**src/rtl/apb_reg_slave.sv**
```systemverilog
// APB completer backing a word-addressed register file; completes after WAIT_CYCLES+1 ACCESS cycles.
// Responses are combinational from state and bus; out-of-window, misaligned or SETUP-less accesses error.
module apb_reg_slave #(
  parameter logic [31:0] BASE_ADDR   = 32'hA000,
  parameter int          NUM_REGS    = 16,
  parameter int          WAIT_CYCLES = 1
) (
  input  logic        pclk,
  input  logic        preset_n,
  input  logic        psel_i,
  input  logic        penable_i,
  input  logic [31:0] paddr_i,
  input  logic        pwrite_i,
  input  logic [31:0] pwdata_i,
  output logic [31:0] prdata_o,
  output logic        pready_o,
  output logic        pslverr_o
);

  localparam int          IDX_W     = $clog2(NUM_REGS);
  localparam logic [31:0] WIN_BYTES = 32'(NUM_REGS * 4);
  localparam logic [3:0]  WAIT_LOAD = 4'(WAIT_CYCLES);

  typedef enum logic {
    ST_IDLE,
    ST_WAIT
  } state_t;

  state_t            r_state;
  logic [3:0]        r_cnt;
  logic [31:0]       r_regs [NUM_REGS];

  logic              w_access;
  logic              w_proto_err;
  logic              w_complete;
  logic [31:0]       w_off;
  logic              w_hit;
  logic [IDX_W-1:0]  w_idx;
  logic              w_wr_en;

  assign w_access    = psel_i & penable_i;
  assign w_proto_err = (r_state == ST_IDLE) & w_access;
  assign w_complete  = (r_state == ST_WAIT) & w_access & (r_cnt == 4'd0);

  // Below-base addresses wrap to a huge offset and fall out of the window.
  assign w_off   = paddr_i - BASE_ADDR;
  assign w_hit   = (paddr_i[1:0] == 2'b00) && (w_off < WIN_BYTES);
  assign w_idx   = w_off[IDX_W+1:2];
  assign w_wr_en = w_complete & w_hit & pwrite_i;

  always_comb begin
    pready_o  = w_proto_err | w_complete;
    pslverr_o = w_proto_err | (w_complete & ~w_hit);
    prdata_o  = 32'd0;
    if (w_complete && w_hit && !pwrite_i) begin
      prdata_o = r_regs[w_idx];
    end
  end

  always_ff @(posedge pclk) begin
    if (!preset_n) begin
      r_state <= ST_IDLE;
      r_cnt   <= 4'd0;
      for (int i = 0; i < NUM_REGS; i++) begin
        r_regs[i] <= 32'd0;
      end
    end else begin
      case (r_state)
        ST_IDLE: begin
          if (psel_i && !penable_i) begin
            r_state <= ST_WAIT;
            r_cnt   <= WAIT_LOAD;
          end
        end
        ST_WAIT: begin
          if (!psel_i) begin
            r_state <= ST_IDLE;
            r_cnt   <= 4'd0;
          end else if (penable_i) begin
            if (r_cnt != 4'd0) begin
              r_cnt <= r_cnt - 4'd1;
            end else begin
              r_state <= ST_IDLE;
            end
          end
        end
        default: begin
          r_state <= ST_IDLE;
          r_cnt   <= 4'd0;
        end
      endcase
      if (w_wr_en) begin
        r_regs[w_idx] <= pwdata_i;
      end
    end
  end

endmodule

```
**config.mk**
```make
export PLATFORM = sky130hd
export DESIGN_NAME = apb_reg_slave
export DESIGN_NICKNAME = d
export VERILOG_FILES = /design/src/rtl/apb_reg_slave.sv
export SDC_FILE = /design/constraint.sdc
export NUM_CORES = 1
export LEC_CHECK = 0
export CELL_PAD_IN_SITES_DETAIL_PLACEMENT = 1
export CELL_PAD_IN_SITES_GLOBAL_PLACEMENT = 2
export CORE_UTILIZATION = 45
export CTS_CLUSTER_SIZE = 14
export DETAILED_ROUTE_END_ITERATION = 8
export PLACE_DENSITY = 0.82
export SETUP_SLACK_MARGIN = 0.1
export SYNTH_ARGS = -nofsm -noshare
export SYNTH_HDL_FRONTEND = slang
export SYNTH_SLANG_ARGS = --single-unit
```
**constraint.sdc**
```tcl
create_clock -name pclk -period 18 [get_ports pclk]
set_input_delay 3.6 -clock pclk [delete_from_list [all_inputs] [get_ports pclk]]
set_output_delay 3.6 -clock pclk [all_outputs]
set_load 0.03 [all_outputs]
```
**Word level (Yosys, flattened, before mapping)**

Memory sizes are Yosys's and may differ from the RTL's.
Index checks and enable logic that the tools add are counted.

- Register bits: 5
- Bits in writable memories: 512
- Input port bits: 69
- Output and inout bits: 34
- Logic and storage cells: 49
- Memories: 1

- Add/sub/neg operators: 2
- $lt $le $gt $ge: 1
- Equality and inequality tests: 3
- Multiplexer cells: 18
- Bitwise gates (word level): 11
- Reduce and logical (&&, ||, !) cells: 11

Memories:

| name | words | width | rd ports | clocked after Yosys merged registers in | wr ports | RTL line | source |
|---|---|---|---|---|---|---|---|
| r_regs | 16 | 32 | 1 | 0 | 16 | 31 | `logic [31:0] r_regs [NUM_REGS];` |

Operators with widths:

| kind | number |
|---|---|
| 32-bit two-way mux | 2 |
| 32-bit by 7-bit < comparator with 1-bit output, second input constant | 1 |
| 32-bit OR reduction | 1 |
| 32-bit by 16-bit subtractor with 32-bit output, second input constant | 1 |
| 4-bit two-way mux | 5 |
| 1-bit two-way mux | 9 |
| 4-bit case mux with 2 select lines | 1 |
| 1-bit bitwise AND | 7 |
| 1-bit logical AND | 4 |
| 4-bit logical NOT | 1 |
| 4-bit nonzero test | 1 |
| 4-bit by 1-bit subtractor with 4-bit output, second input constant | 1 |
| 3-bit by 2-bit != test with 1-bit output, second input constant | 1 |
| 3-bit != test, second input constant | 1 |
| 3-bit AND reduction | 1 |
| 1-bit logical NOT | 2 |
| 2-bit logical NOT | 1 |
| 2-bit by 1-bit != test with 1-bit output, second input constant | 1 |
| 1-bit NOT | 2 |
| 1-bit OR | 2 |
| 1-bit case mux with 2 select lines | 1 |

**Longest topological paths before layout**

Gate-level depths: netlist of the first run.

- Depth after elaboration: 10
- Mapped depth: 12
- Depth with buffers taken out: 8

**Worst setup path after synthesis of the first run**

OpenSTA, ideal clock, no wires.

- Path kind: input -> output
- Start point: input port paddr_i[22]
- End point: output port prdata_o[10]
- Arrival: 6.334 ns
- Data required time: 14.400 ns
- Slack: 8.066 ns
- Cell stages on the path: 8
- Path buffers: 2
- Cell sequence: or3_1 > or2_1 > clkbuf_1 > o31a_1 > or4_4 > or4_1 > clkbuf_1 > nor2b_1

- Cells in the longest elaborated chain, start to end: 6

Ends and longest elaborated chain:

| element | RTL line | source |
|---|---|---|
| start, declared | 12 | `input logic [31:0] paddr_i,` |
| 32-bit by 16-bit subtractor with 32-bit output | 46 | `assign w_off = paddr_i - BASE_ADDR;` |
| 32-bit by 7-bit < comparator with 1-bit output | 47 | `assign w_hit = (paddr_i[1:0] == 2'b00) && (w_off < WIN_BYTES);` |
| 1-bit logical AND | 47 |  |
| 1-bit logical AND (2 in a row) | 55 | `if (w_complete && w_hit && !pwrite_i) begin` |
| 32-bit two-way mux | 55 |  |
| end, declared | 15 | `output logic [31:0] prdata_o,` |

No other way between the ends.

**Worst setup path in the final report of the first run**

- Start point: input port paddr_i[25]
- End point: output port prdata_o[19]

Same word-level chain as after synthesis.

==> run_results.csv, run 1 <==
group,metric,value,unit
timing,slew_headroom,16.5,%
outcome,status,"finished with violations",
yosys,yosysUniqueCellTypes,47,
route,drt-pass1-iter-count,7,
power,peakVddDrop,0.0630,mV
yosys,synthesis.area,30200,um2
power,power_frac_comb,10.3,%
global_routing,overflow,0,
worst_setup_path,worstPathArrival,8.13,ns
yosys,syn_avg_cell_area,13.9,um2
clock_tree,cts_buffers,55,
route,via_per_inst,7.12,
worst_setup_path,crit_required,14.40,ns
yosys,yosysSeqAreaShare,51.3,%
timing,worst_pin_slew,1.25,ns
timing,setup_viol,0,
min_path,min_path_type,"reg2reg",
yosys,synth_xor_area_share,0.0871,%
worst_setup_path,crit_path_max_fanout,34,
floorplanning,io_pins,103,
final_layout,fin_nets,2076,
worst_setup_path,slowest_delay,1.25,ns
power,power.leakage,8.77,nW
power,powerDensity,86.9,nW/um2
power,p_seq_share,47.7,%
route,drt_wl_total,97700,um
global_routing,grt_pass1_wl,147000,um
route,ant_nets,0,
yosys,synth-edff-count,512,
yosys,ys_async_sr_fraction,0,%
route,wire_per_inst,33.5,um
yosys,synthMuxAreaShare,12.1,%
floorplanning,die_x,261,um
yosys,syn_nets,2236,
power,clockPowerShare,42.0,%
worst_setup_path,critPathKind,"in2out",
timing,hold_violations,0,
timing,slew_viol_final,0,
final_layout,fin_util,50.1,%
outcome,violations,"DRC",
worst_setup_path,start_kind,"primary input",
route,via_count,20800,
clock_tree,cts_resized,0,
yosys,synth_top_family_by_area,"simple AND/OR/NAND/NOR gates",
floorplanning,die-area,68100,um2
floorplanning,start_util,45.7,%
power,switching_power,0.723,mW
route,initialDrtViolationCount,2257,
clock_tree,clk_latency,0.63,ns
clock_tree,clockBufferDepth,3,
global_routing,grt_pass1_vias,21800,
worst_setup_path,worstPathCellList,"clkdlybuf4s50_1 > or4_1 > nor4_1 > mux2i_1 > o211ai_1 > buf_4 > or4_2 > nor2b_1 > clkdlybuf4s50_1",
timing,fin_crit,11.73,ns
yosys,synth_compound_area_share,1.01,%
floorplanning,dieHeight,261,um
placement,io_buffer_count,102,
clock_tree,clk_pin_slew,0.07,ns
yosys,synth_fa_ha_area_share,0.0829,%
clock_tree,clockRootBuffer,"clkbuf_16",
global_routing,grt_max_degree,160,
placement,gp_congestion,0.784,
timing,worst_clock_skew,0.0222,ns
timing,holdWs,0.542,ns
final_layout,synthToLayoutAreaGrowth,9.65,%
clock_tree,clock-sinks,517,
run,maxCapViolCount,0,
clock_tree,cts_max_level,2,
worst_setup_path,crit_path_frequent_cell,"clkdlybuf4s50_1",
yosys,synth_ff_type,"edfxtp_1",
yosys,yosysWarnings,0,
global_routing,grt_use_total,28.9,%
worst_setup_path,endpoint_kind,"primary output",
power,sw_frac_of_total,25.1,%
timing,max_freq,85.3,MHz
clock_tree,postCtsHoldBufs,0,
worst_setup_path,crit_family,"simple AND/OR/NAND/NOR gates",
yosys,yosys.area_share.simple,29.3,%
worst_setup_path,cpMaxStageDelayCell,"or4_2",
clock_tree,tritoncts,"done",
timing,rsz0062_at_grt,"no",
yosys,ys_ff_latch,517,
worst_setup_path,crit_buf_inv,3,
floorplanning,fp-row-count,94,
timing,period_share,65.2,%
route,drcViolationCount,4,
power,p_int,2.15,mW
yosys,syn_inst,2165,
timing,finalSetupTns,0,ns
clock_tree,postCtsSetupBuffers,0,
floorplanning,core,66100,um2
placement,hpwlAfterDp,49100,um
final_layout,drive_gt1_share,36.6,%
global_routing,antenna_found_initial,5,
-- worst paths after layout --
kind | endpoint | from | cells past startpoint | slack, ns
max reg2reg | r_regs[8][15] | r_cnt[1] | 11 | 13.11
max | prdata_o[19] | paddr_i[25] | 9 | 6.27
min | r_cnt[0] | r_cnt[0] | 2 | 0.54
min reg2reg | r_cnt[0] | r_cnt[0] | 2 | 0.54
-- stage by stage --
step	area [um2]	std cells	setup slack (ns)	power, mW
after floorplan	30200	2165	8.07	1.58
after global routing	33100	2917	6.03	2.94
after CTS	33100	2916	6.24	2.88
final	33100	2918	6.27	2.88
after global placement	31200	2812	6.32	1.68
after detailed placement	31200	2812	6.23	1.69
-- Yosys cell counts, drive strengths merged, types with 8 or more instances --
cell    count  share of area, %
a21oi       8              0.13
and2       97               2.0
buf       139               3.0
clkbuf    251               3.1
edfxtp    512                51
mux4      160                12
nand2      11              0.14
nand3     144               2.4
nand4     289               6.0
nor2        8             0.099
nor2b      38              0.79
nor4      423                17
o41ai      13              0.38
-- worst register-to-register path: cells and delay by family, from the launching register on --
kind,cells,cell delay [ns]
and+or+nand+nor,5,1.86
DFF,1,0.35
buffers and inverters,4,1.99
AOI/OAI and AO/OA,1,0.18
adders and majority gates,1,0.16
-- placed cells by master (no fill, tap or decap), types with 3 or more instances in the layout --
cell	count
nand2_1	11
edfxtp_1	512
mux4_2	160
nor4b_4	3
inv_1	7
bufinv_16	9
nor2b_4	4
nand2b_2	3
buf_4	68
nand4_1	289
clkbuf_16	57
a211oi_1	4
mux2i_1	3
clkbuf_1	9
and2_1	96
nor4_1	23
o21ai_0	4
dfxtp_1	5
nand3_1	144
clkinv_1	16
nor2_1	5
clkinv_2	11
clkdlybuf4s50_1	98
o41ai_2	13
o31a_1	4
nor2_4	3
nand2b_1	4
nor4_2	400
a21oi_1	8
buf_12	4
nor2b_1	34
or2_2	4
-- routing by layer --
metal | up-vias | part of all wire, % | GRT usage [%]
met5 | - | 0.034 | 0
met2 | 941 | 49 | 47.6
li1 | 8562 | - | -
met1 | 11100 | 41 | 39.0
met3 | 175 | 7.2 | 4.95
met4 | 6 | 3.1 | 9.50
-- cells by family after synthesis --
logic type               after synthesis
XOR/XNOR                               3
flip-flops                           517
AO/OA/AOI/OAI                         41
buffers and inverters                397
multiplexers                         164
adder cells (fa/ha/maj)                2
AND/OR/NAND/NOR                     1041
-- power by group through the flow --
| stage | sequential [mW] | clock [mW] | combinational (mW) |
|---|---|---|---|
| 2_1_floorplan | 1.40 | 0 | 0.187 |
| 3_3_place_gp | 1.40 | 0 | 0.288 |
| 3_5_place_dp | 1.40 | 0 | 0.292 |
| 4_1_cts | 1.37 | 1.22 | 0.293 |
| 5_1_grt | 1.38 | 1.25 | 0.305 |
| 6_report | 1.37 | 1.21 | 0.295 |
-- state kept, by name, summed over array words and instances (netlist names) --
name	flops
r_cnt	4
r_regs	512
r_state	1
-- area by class of cell --
| cell class | count | area (um2) |
|---|---|---|
| clock inverter | 38 | 414 |
| clock buffer | 66 | 1460 |
| timing repair buffer | 173 | 1600 |
| fill | 6364 | 33000 |
| tap | 864 | 1080 |
| antenna | 2 | 5.00 |
| sequential | 517 | 15500 |
| inverter | 7 | 26.3 |
| multi-input combinational | 1251 | 13000 |
Power figures use the tool's default switching activity.
==> run 2, diff against run 1 <==
==> constraint.sdc (replaced) <==
create_clock -name pclk -period 11.7 [get_ports pclk]
set_input_delay 2.34 -clock pclk [delete_from_list [all_inputs] [get_ports pclk]]
set_output_delay 2.34 -clock pclk [all_outputs]
set_load 0.03 [all_outputs]
==> run 2 against run 1 <==
  * The flow now finishes without violations
  * Register-to-register slack worse by 6.2 ns
  * Largest cell class unchanged
  * Die area did not move
  * Critical path depth fell by 1
  * Utilization fell by 0.28 points
  * Clock-buffer cell count grew 6
  * Sequential share of layout area grew 0.26 points
  * Largest power group unchanged
  * First-iteration DRC count down 1.9%
  * Highest routed layer unchanged
==> run_results.csv, run 2 (synthesized netlist as in run 1, its figures left out) <==
group,metric,value,unit
outcome,status,"complete, no violations",
global_routing,grt_pass1_wl,148000,um
timing,finalSetupTns,0,ns
power,p_seq_share,49.7,%
global_routing,overflow,0,
worst_setup_path,crit_family,"simple AND/OR/NAND/NOR gates",
global_routing,busiest_layer,"met2",
clock_tree,cts_buffers,56,
route,drcViolationCount,0,
run,maxCapViolCount,0,
power,peakVddDrop,0.125,mV
route,wire_per_inst,33.7,um
route,drt-pass1-iter-count,7,
final_layout,fin_nets,2083,
global_routing,grt_max_degree,146,
min_path,min_path_type,"reg2reg",
worst_setup_path,worstPathCellList,"clkdlybuf4s50_1 > or3_1 > or2_1 > o31a_1 > or4_4 > or4_2 > nor2b_1 > clkdlybuf4s50_1",
worst_setup_path,cpMaxStageDelayCell,"or4_2",
clock_tree,cts_resized,0,
timing,slew_headroom,22.0,%
floorplanning,io_pins,103,
placement,pre_cts_slack,2.79,ns
worst_setup_path,crit_path_frequent_cell,"clkdlybuf4s50_1",
route,via_per_inst,7.19,
worst_setup_path,slowest_delay,1.12,ns
worst_setup_path,worstPathArrival,6.52,ns
timing,hold_violations,0,
worst_setup_path,crit_required,9.36,ns
global_routing,use_met2,48.7,%
final_layout,top_register,"r_regs",
placement,gp_congestion,0.771,
route,ant_nets,0,
clock_tree,clockRootBuffer,"clkbuf_16",
clock_tree,postCtsSetupBuffers,0,
floorplanning,die-area,68100,um2
floorplanning,dieHeight,261,um
placement,hpwlAfterDp,50500,um
clock_tree,tritoncts,"done",
power,powerDensity,129,nW/um2
clock_tree,clk_pin_slew,0.06,ns
floorplanning,die_x,261,um
final_layout,layout_common_cells,"edfxtp_1, nor4_2, nand4_1, mux4_2, nand3_1",
clock_tree,clockBufferDepth,3,
timing,fin_crit,8.86,ns
power,p_int,3.15,mW
global_routing,grt_use_total,29.0,%
timing,max_freq,113,MHz
clock_tree,clk_latency,0.65,ns
global_routing,antenna_found_initial,6,
power,power.leakage,8.67,nW
placement,io_buffer_count,102,
worst_setup_path,critPathKind,"in2out",
floorplanning,core,66100,um2
power,switching_power,1.10,mW
final_layout,drive_gt1_share,36.5,%
final_layout,reg_top3,"r_regs (512), r_cnt (4), r_state (1)",
worst_setup_path,crit_buf_inv,2,
final_layout,mostFrequentLayoutCell,"edfxtp_1",
power,power_frac_comb,10.7,%
global_routing,grt_pass1_vias,22100,
final_layout,fillers,6449,
timing,period_share,75.7,%
clock_tree,cts_max_level,2,
route,via_count,21000,
timing,rsz0062_at_grt,"no",
timing,setup_viol,0,
final_layout,largest_reg_flops,512,
power,clockPowerShare,39.7,%
power,sw_frac_of_total,26.0,%
global_routing,grtUsageMet3,3.92,%
timing,worst_pin_slew,1.17,ns
worst_setup_path,endpoint_kind,"primary output",
floorplanning,fp-row-count,94,
worst_setup_path,start_kind,"primary input",
worst_setup_path,crit_path_max_fanout,32,
floorplanning,start_util,45.7,%
global_routing,grt_use_met1,38.8,%
timing,slew_viol_final,0,
clock_tree,clock-sinks,517,
timing,timing.final.ws_setup,2.84,ns
route,initialDrtViolationCount,2213,
route,drt_wl_total,98300,um
timing,worst_clock_skew,0.0272,ns
final_layout,synthToLayoutAreaGrowth,9.05,%
clock_tree,postCtsHoldBufs,0,
==> run 2: cell types whose count changed in the layout (fill, tap and decap cells not counted), sizes merged <==
cell,change
clkinvlp,+1
buf,+6
clkinv,-5
bufinv,-7
clkbuf,+6
inv,+1
==> run 2: layout make-up <==
class,instances,area [um2],area share (%)
Inverter,7,26.3,0.0798
Timing Repair Buffer,179,1620,4.93
Antenna cell,2,5.00,0.0152
Sequential cell,517,15500,47.0
Clock buffer,72,1460,4.44
Multi-Input combinational cell,1251,13000,39.6
Clock inverter,28,209,0.635
Tap cell,864,1080,3.28
==> run 2: path summary, 6_finish.rpt <==
| path | from | endpoint | slack (ns) | cells after the start |
|---|---|---|---|---|
| min | r_cnt[1] | r_cnt[1] | 0.52 | 2 |
| max reg2reg | r_cnt[0] | r_regs[0][29] | 6.95 | 11 |
| max | paddr_i[22] | prdata_o[5] | 2.84 | 8 |
| min reg2reg | r_cnt[1] | r_cnt[1] | 0.52 | 2 |
==> run 2: power by group through the flow <==
stage	logic [mW]	clock network [mW]	registers, mW
5_1_grt	0.469	1.77	2.12
3_3_place_gp	0.445	0	2.14
6_report	0.455	1.69	2.11
2_1_floorplan	0.288	0	2.15
3_5_place_dp	0.449	0	2.15
4_1_cts	0.451	1.71	2.11
==> run 2: per-layer routing <==
layer,part of all wire [%],wire [um]
met4,2.9,2900
met2,50,49400
met3,6.6,6490
met1,40,39400
met5,0.063,62
==> run 2: worst register-to-register path, cell delays in order (launching register included) <==
cell and delay, ns:
dfxtp_1 0.31, inv_1 0.09, ha_1 0.19, or3b_2 0.55, nor3_2 0.20, buf_4 0.75, nand3_1 0.21, a21oi_1 0.17
nor4b_4 0.22, buf_4 0.53, nand2b_2 0.70, buf_4 0.49
==> run 2: stage by stage <==
step	utilization [%]	std cells	total power [mW]	hold slack (ns)	instance area, um2
2_1_floorplan	-	2165	2.44	0.474	30200
3_3_place_gp	47.3	2818	2.59	0.500	31200
3_5_place_dp	47.3	2818	2.60	0.510	31200
4_1_cts	49.8	2918	4.27	0.518	32900
5_1_grt	49.8	2919	4.36	0.548	32900
6_report	49.8	2920	4.25	0.516	32900
==> run 3, diff against run 2 <==
==> constraint.sdc (replaced) <==
create_clock -name pclk -period 9.1 [get_ports pclk]
set_input_delay 1.82 -clock pclk [delete_from_list [all_inputs] [get_ports pclk]]
set_output_delay 1.82 -clock pclk [all_outputs]
set_load 0.03 [all_outputs]
==> run 3 against run 2 <==
  * The flow now finishes with violations (DRC)
  * Total power rose by 29%
  * Sequential share of layout area barely moved
  * Critical path depth rose by 2
  * Critical path type unchanged
==> run_results.csv, run 3 (synthesized netlist as in run 1, its figures left out) <==
group,metric,value,unit
worst_setup_path,endpoint_kind,"primary output",
route,wire_per_inst,33.7,um
clock_tree,cts_max_level,2,
clock_tree,clk_pin_slew,0.06,ns
global_routing,antenna_found_initial,6,
power,total_power,5.47,mW
timing,period_share,86.7,%
final_layout,reg_top3,"r_regs (512), r_cnt (4), r_state (1)",
clock_tree,cts_buffers,56,
worst_setup_path,worstPathCellList,"clkdlybuf4s50_1 > inv_1 > ha_1 > nand2b_1 > a211o_1 > a221oi_1 > o211ai_1 > or4_2 > nor2b_1 > clkdlybuf4s50_1",
timing,slew_viol_final,0,
floorplanning,start_util,45.7,%
power,clockPowerShare,39.6,%
power,switching_power,1.40,mW
placement,pre_cts_slack,1.23,ns
route,drt_wl_total,98300,um
route,via_count,21000,
floorplanning,die_x,261,um
worst_setup_path,slowest_delay,1.18,ns
min_path,min_path_type,"reg2reg",
route,via_per_inst,7.20,
global_routing,grt_pass1_wl,147000,um
clock_tree,postCtsSetupBuffers,0,
worst_setup_path,critPathKind,"in2out",
power,p_seq_share,49.7,%
final_layout,layout_common_cells,"edfxtp_1, nor4_2, nand4_1, mux4_2, nand3_1",
power,peakVddDrop,0.137,mV
placement,hpwlAfterDp,50800,um
clock_tree,postCtsHoldBufs,0,
final_layout,fin_area,32900,um2
final_layout,synthToLayoutAreaGrowth,8.98,%
worst_setup_path,crit_family,"simple AND/OR/NAND/NOR gates",
timing,slew_headroom,20.0,%
route,ant_nets,0,
floorplanning,fp-row-count,94,
final_layout,fin_util,49.8,%
placement,gp_congestion,0.777,
floorplanning,io_pins,103,
timing,rsz0062_at_grt,"no",
timing,fin_crit,7.89,ns
timing,max_freq,127,MHz
run,maxCapViolCount,0,
outcome,violations,"DRC",
worst_setup_path,crit_path_max_fanout,32,
power,powerDensity,166,nW/um2
placement,io_buffer_count,102,
final_layout,fin_nets,2081,
final_layout,largest_reg_flops,512,
route,drt-pass1-iter-count,9,
route,drcViolationCount,4,
clock_tree,tritoncts,"done",
final_layout,drive_gt1_share,36.2,%
global_routing,overflow,0,
worst_setup_path,start_kind,"primary input",
worst_setup_path,worstPathArrival,6.07,ns
placement,placed_cell_area,31200,um2
global_routing,grtUsageMet3,3.82,%
clock_tree,clock-sinks,517,
route,initialDrtViolationCount,2130,
timing,setup_viol,0,
power,sw_frac_of_total,25.7,%
final_layout,top_register,"r_regs",
global_routing,busiest_layer,"met2",
outcome,status,"finished with violations",
global_routing,grt_use_met1,39.3,%
timing,worst_clock_skew,0.0268,ns
floorplanning,core,66100,um2
timing,finalSetupTns,0,ns
global_routing,use_met2,48.7,%
timing,holdWs,0.524,ns
worst_setup_path,crit_path_frequent_cell,"clkdlybuf4s50_1",
placement,placed_cells,2816,
floorplanning,dieHeight,261,um
power,power.leakage,8.66,nW
timing,worst_pin_slew,1.20,ns
clock_tree,cts_resized,0,
clock_tree,clk_latency,0.63,ns
global_routing,grt_pass1_vias,21700,
power,power_frac_comb,10.7,%
global_routing,grt_use_total,29.0,%
global_routing,grt_max_degree,147,
worst_setup_path,crit_required,7.28,ns
power,p_int,4.06,mW
final_layout,mostFrequentLayoutCell,"edfxtp_1",
floorplanning,die-area,68100,um2
timing,timing.final.ws_setup,1.21,ns
worst_setup_path,crit_buf_inv,3,
timing,hold_violations,0,
clock_tree,clockBufferDepth,3,
final_layout,fin_cells,2917,
clock_tree,clockRootBuffer,"clkbuf_16",
worst_setup_path,cpMaxStageDelayCell,"or4_2",
run 3: cell types whose count changed in the layout (fill, tap and decap cells not counted), sizes merged:
cell and delta:
buf -2, clkbuf +2, clkinv -3
run 3: power by group through the flow:
| stage | Combinational, mW | Clock (mW) | Sequential (mW) |
|---|---|---|---|
| floorplan | 0.371 | 0 | 2.76 |
| global placement | 0.572 | 0 | 2.76 |
| detailed placement | 0.579 | 0 | 2.76 |
| CTS | 0.581 | 2.18 | 2.71 |
| global route | 0.605 | 2.27 | 2.72 |
| finish | 0.586 | 2.17 | 2.72 |
run 3: final cells by class:
class / instances / area (um2)
repair buffers: 177 / 1610
well taps: 864 / 1080
clock buffers: 74 / 1490
flip-flops and latches: 517 / 15500
multi-input cells: 1251 / 13000
diodes: 2 / 5.00
inverters: 7 / 26.3
fillers: 6418 / 33200
clock inverters: 25 / 176
run 3: tightest hold or removal path, delay by kind of cell, from the launching register on:
family	cells	cell delay, ns
simple gates	1	0.07
xor+xnor	1	0.08
flops	1	0.34
run 3: worst paths after layout:
path | depth (start not counted) | from | to | slack (ns)
worst max register to register | 9 | r_cnt[1] | r_regs[13][15] | 4.20
worst max-delay path | 10 | paddr_i[13] | prdata_o[12] | 1.21
worst min-delay path | 2 | r_cnt[3] | r_cnt[3] | 0.52
worst min register to register | 2 | r_cnt[3] | r_cnt[3] | 0.52
run 3: layer usage:
metal | up-vias | routed length, um
li1 | 8568 | -
met1 | 11200 | 39200
met2 | 979 | 49200
met3 | 191 | 6970
met4 | 10 | 2780
met5 | - | 69
